[config.mk]
export PLATFORM = sky130hd
export DESIGN_NAME = regfile_sb
export DESIGN_NICKNAME = d
export VERILOG_FILES = /design/src/rtl/regfile_sb.sv
export SDC_FILE = /design/constraint.sdc
export NUM_CORES = 2
export LEC_CHECK = 0
export ABC_AREA = 1
export CAP_MARGIN = 0
export CORE_ASPECT_RATIO = 0.75
export CORE_UTILIZATION = 40
export CTS_BUF_LIST = sky130_fd_sc_hd__clkbuf_4 sky130_fd_sc_hd__clkbuf_8 sky130_fd_sc_hd__clkbuf_16
export DETAILED_ROUTE_END_ITERATION = 16
export MAX_ROUTING_LAYER = met4
export PLACE_DENSITY = 0.62
export SLEW_MARGIN = 20
export SYNTH_ARGS = -nofsm -noshare
export SYNTH_HDL_FRONTEND = slang
export SYNTH_SLANG_ARGS = --single-unit
[constraint.sdc]
create_clock -name clk -period 50.2 [get_ports clk]
set_input_delay 10.04 -clock clk [delete_from_list [all_inputs] [get_ports clk]]
set_output_delay 10.04 -clock clk [all_outputs]
set_load 0.05 [all_outputs]
[src/rtl/regfile_sb.sv]
// Multi-read-port register file with x0 hard-wired to zero and a per-register
// pending-write scoreboard. Define REGFILE_BYPASS_EN for same-cycle write-to-read forwarding.
module regfile_sb #(
    parameter int unsigned REG_WIDTH = 32,
    parameter int unsigned NUM_REGS  = 32,
    parameter int unsigned NUM_RD    = 2,
    localparam int unsigned AW       = $clog2(NUM_REGS)
) (
    input  logic                        clk,
    input  logic                        rst,
    input  logic [NUM_RD*AW-1:0]        rs_addr,
    output logic [NUM_RD*REG_WIDTH-1:0] rs_dout,
    output logic [NUM_RD-1:0]           rs_busy,
    input  logic                        wr_en,
    input  logic [AW-1:0]               wr_addr,
    input  logic [REG_WIDTH-1:0]        wr_din,
    input  logic                        claim_en,
    input  logic [AW-1:0]               claim_addr,
    input  logic                        flush,
    output logic                        any_busy
);

    logic [REG_WIDTH-1:0] mem_q [NUM_REGS];
    logic [REG_WIDTH-1:0] mem_d [NUM_REGS];
    logic [NUM_REGS-1:0]  busy_q;
    logic [NUM_REGS-1:0]  busy_d;
    logic                 wr_ok;

    assign wr_ok = wr_en && (wr_addr != '0);

    // Claim is applied after the write so a same-edge claim of the written register stays busy;
    // flush overrides both.
    always_comb begin
        mem_d  = mem_q;
        busy_d = busy_q;
        if (wr_ok) begin
            mem_d[wr_addr]  = wr_din;
            busy_d[wr_addr] = 1'b0;
        end
        if (claim_en && (claim_addr != '0)) begin
            busy_d[claim_addr] = 1'b1;
        end
        if (flush) begin
            busy_d = '0;
        end
    end

    always_ff @(posedge clk or posedge rst) begin
        if (rst) begin
            mem_q  <= '{default: '0};
            busy_q <= '0;
        end else begin
            mem_q  <= mem_d;
            busy_q <= busy_d;
        end
    end

    assign any_busy = |busy_q;

    for (genvar i = 0; i < NUM_RD; i++) begin : g_rd
        logic [AW-1:0] rd_addr;
        logic          fwd;

        assign rd_addr = rs_addr[i*AW +: AW];
`ifdef REGFILE_BYPASS_EN
        assign fwd = wr_ok && (wr_addr == rd_addr);
`else
        assign fwd = 1'b0;
`endif
        assign rs_dout[i*REG_WIDTH +: REG_WIDTH] = fwd ? wr_din :
                                                   (rd_addr == '0) ? '0 : mem_q[rd_addr];
        assign rs_busy[i] = fwd ? 1'b0 : busy_q[rd_addr];
    end

endmodule

======== After elaboration in Yosys (flattened, before gate mapping) ========
Index checks and enable logic that the tools add are counted.
cells by class
  multiplexer cells ....................... 22
  reduce and logical (&&, ||, !) cells .... 10
  bitwise operators ....................... 6
  order comparisons ....................... 10
operators by type and width
  kind                  count
  $bwmux W1024          1
  $bmux W32 S5          2
  $mux W32              10
  $demux W32 S5         1
  $and A32 B32 Y32      1
  $not A32 Y32          1
  $or A32 B32 Y32       1
  $reduce_or A32 Y1     1
  $lt A5 B6 Y1 const B  4
  $ge A6 B6 Y1 const B  3
  $not A5 Y6            3
  $bmux W1 S5           2
  $demux W1 S5          2
  $ge A5 B1 Y1 const B  2
  $logic_not A5 Y1      2
  $reduce_bool A5 Y1    2
  $lt A6 B1 Y1 const B  1
  $logic_and A1 B1 Y1   5
  $mux W1               4
word-level totals
  output and inout bits ................... 67
  input bits .............................. 57
  flip-flop bits (word level) ............. 1056

======== Logic depth before layout (Yosys ltp) ========
  depth after elaboration ................. 10
  depth in mapped cells ................... 13

======== Worst setup path before layout ========
No wires, ideal clock.
  kind .................................... input to output
  start ................................... in rs_addr[0]
  end ..................................... out rs_dout[11]
  slack ................................... 28.330 ns
  buffers on the path ..................... 4
  cell stages on the path ................. 13
  data arrival time ....................... 11.830 ns
  data required time ...................... 40.160 ns
  cell sequence ........................... buf_2 -> inv_1 -> buf_2 -> buf_2 -> buf_2 -> nand2_1 -> nand3_1 -> nand3_1 -> nand2_1 -> nand2_1 -> nand3_1 -> nand2_1 -> nor2_1
on the way
  longest elaborated chain between the ends .. 5
  elaborated cells on any way between the ends .. 6
RTL lines
  element                                      line  source
  start: declaration                           11    input logic [NUM_RD*AW-1:0] rs_addr,
  $not A5 Y6 (not written as such)             71    (rd_addr == '0) ? '0 : mem_q[rd_addr];
  $bmux W32 S5                                 71
  $mux W32 (not written as such) (2 in a row)  71
  $mux W32 *                                   71
  end: declaration                             12    output logic [NUM_RD*REG_WIDTH-1:0] rs_dout,
Every way passes the cells marked *; elsewhere a longest branch is shown, timed or not. The select of a mux whose other input is x is not followed.

======== Worst setup path after layout ========
  start ................................... in rs_addr[7]
  end ..................................... out rs_dout[54]
The elaborated chain is that of the path after synthesis.

==> results.toml <==
[global_route]
grt_pass1_vias = 54700
antenna_found_initial = 22
grt_overflow = 0
grt_pass1_wl_mm = 375
grt_start_max_net_pins = 201
groute.usage.overall = 0.345

[placed_design]
port-buffer-count = 123
place_area_mm2 = 0.0608
dp_hpwl_mm = 140
gp_congestion = 0.896

[clocking]
clockBufferDepth = 3
cts-resized-gates = 0
clockRootBuffer = "clkbuf_16"
h-tree-depth = 3
cts_tree = "built"
post_cts_buffers = 0
cts.sinks = 1056
cts.clk_slew.worst_paths_ps = 60
cts_made_buffers = 110
insertion_delay_ps = 750
cts_hold_buf = 0

[sta]
finalHoldViolCount = 0
fin_skew_ps = 0
whs_ps = 400
period_minus_slack_ps = 25160
finalSetupViolCount = 0
timing.fmax_mhz = 39.7
finalCritPeriodShare = 0.501
maxSlewHeadroom = 0.208
setup_tns_ps = 0
rsz0062_at_grt = "no"
tightest_slew_ps = 1190
final_max_slew_viol_count = 0

[setup_path]
ff2ff_path_depth = 2
critPathLaunchType = "primary input"
timing.rr.start = "mem_q[967]"
crit_fanout = 40
required_ps = 40160
cp-end-kind = "primary output"
rr_endpoint = "mem_q[967]"
crit_type = "in2out"
arrival_ps = 15120
reg2reg_slack_ps = 49430

[cells_and_area]
fin_nets = 8337
areaGrowthSynthToFinish_pct = 9.42
final_layout_size_suffix_gt1_frac = 0.0440
fin_area_mm2 = 0.0648

[floorplanning]
start_util = 0.406
die_area_mm2 = 0.150
core-area_mm2 = 0.146
fp-row-count = 121
io_pins = 124
die_w_um = 446
chipHeight_um = 335

[power]
ir_worst_vdd_v = 0.0000280
power_density_mw_per_mm2 = 39.3
p_leak_nw = 30.2

[synth]
synthFlopType = "dfrtp_1"
synth_nets = 8778
synthMostInstantiatedCell = "nand2_1"
synth_seq_cells = 1056
netlist_area_mm2 = 0.0592
synth_edf_count = 0
synthArstFlopShare = 1.00
ys.warnings.count = 0
synth_top_area_share = 0.446
yosys-top-cells-count = "nand2_1, o21ai_0, dfrtp_1"
synthTopCellsByArea = "dfrtp_1, nand2_1, o21ai_0"
avgSynthCellArea_um2 = 6.79
synth.distinct_cells = 21
synth_cells = 8721
ys_seq_area_frac = 0.446
synth_top_cell_by_area = "dfrtp_1"

[detailed_routing]
post-route-drc-count = 0
viasPerCell = 5.84
via_count = 60500
drt_iter0_drc = 8908
avgRoutedWirePerCell_um = 24.6
wl_mm = 254
first_pass_iters = 7
drtAntennaViolNets = 0

[status]
status = "complete, no violations"

[min_path]
worst_hold_path_type = "reg2reg"
holdCritStartpoint = "mem_q[1012]"
holdPathEnd = "mem_q[1012]"
hold_depth = 0

[run]
max-cap-violations = 0
cell families after synthesis:
| kind of cell | after synthesis | share of synthesized area |
|---|---|---|
| DFF | 1056 | 0.446 |
| buffers and inverters | 1147 | 0.0765 |
| and+or+nand+nor | 4844 | 0.330 |
| AOI/OAI and AO/OA | 1674 | 0.147 |
routing by layer:
| metal | global-route usage | wire length [um] | up-vias |
|---|---|---|---|
| li1 | - | - | 27300 |
| met5 | - | 0 | - |
| met2 | 0.483 | 105000 | 3818 |
| met1 | 0.465 | 104000 | 28700 |
| met4 | 0.159 | 14100 | 0 |
| met3 | 0.0891 | 31300 | 722 |
cell usage in the layout, fill, tap and decap left out, types with 7 or more instances in the layout:
master and instances:
nor3_1 8, nor4_1 9, inv_1 353, clkbuf_16 113
nor2_4 11, buf_4 98, diode_2 13, clkdlybuf4s50_1 113
o21ai_0 1324, dfrtp_1 1056, nor2_1 653, clkbuf_8 26
clkbuf_4 25, clkinv_2 28, nand2_2 14, nand2_1 3103
bufinv_16 11, o211ai_1 120, nand3_4 7, nand3_1 1029
a21oi_1 230
sequential cells by signal, summed over array words and instances (netlist names):
signal  cells
busy_q     32
mem_q    1024
cell type report:
cell class                      instances  area [um^2]
Antenna cell                           13         32.5
Clock buffer                          164         3370
Clock inverter                         39          485
Fill cell                           14800        81200
Inverter                              367         1430
Multi-Input combinational cell       6518        28400
Sequential cell                      1056        26400
Tap cell                             1968         2460
Timing Repair Buffer                  227         2130
where the power goes:
part	internal (mW)	total (mW)	switching, mW	leakage [nW]
Sequential	1.01	1.12	0.113	13.4
Combinational	0.173	0.528	0.355	14.9
Clock	0.519	0.892	0.373	1.96
Total	1.70	2.54	0.841	30.2
worst max path at each step:
stage / from / to / depth (start not counted)
floorplan: rst / busy_q[0] / 1
global placement: rs_addr[7] / rs_dout[54] / 12
detailed placement: rs_addr[7] / rs_dout[54] / 12
CTS: rs_addr[7] / rs_dout[54] / 12
global route: rs_addr[7] / rs_dout[54] / 12
finish: rs_addr[7] / rs_dout[54] / 12
critical path, cell delays in order:
cell and delay (ps):
buf_4 400, buf_4 250, clkinv_2 720, nor2_4 870
buf_4 740, nand3_1 180, nand2_1 100, nor2_1 50
nand2_1 60, nand2_1 50, nor2_1 670, clkdlybuf4s50_1 950
through the flow:
stage	total power, mW	setup slack, ps	util	instances
after floorplan	1.49	10440	-	8721
after global placement	1.64	25330	0.417	10100
after detailed placement	1.65	25310	0.417	10100
after CTS	2.54	25280	0.443	10300
after global routing	2.67	25150	0.444	10300
final	2.54	25040	0.444	10400
No activity file was read; power rests on OpenSTA's default activity.
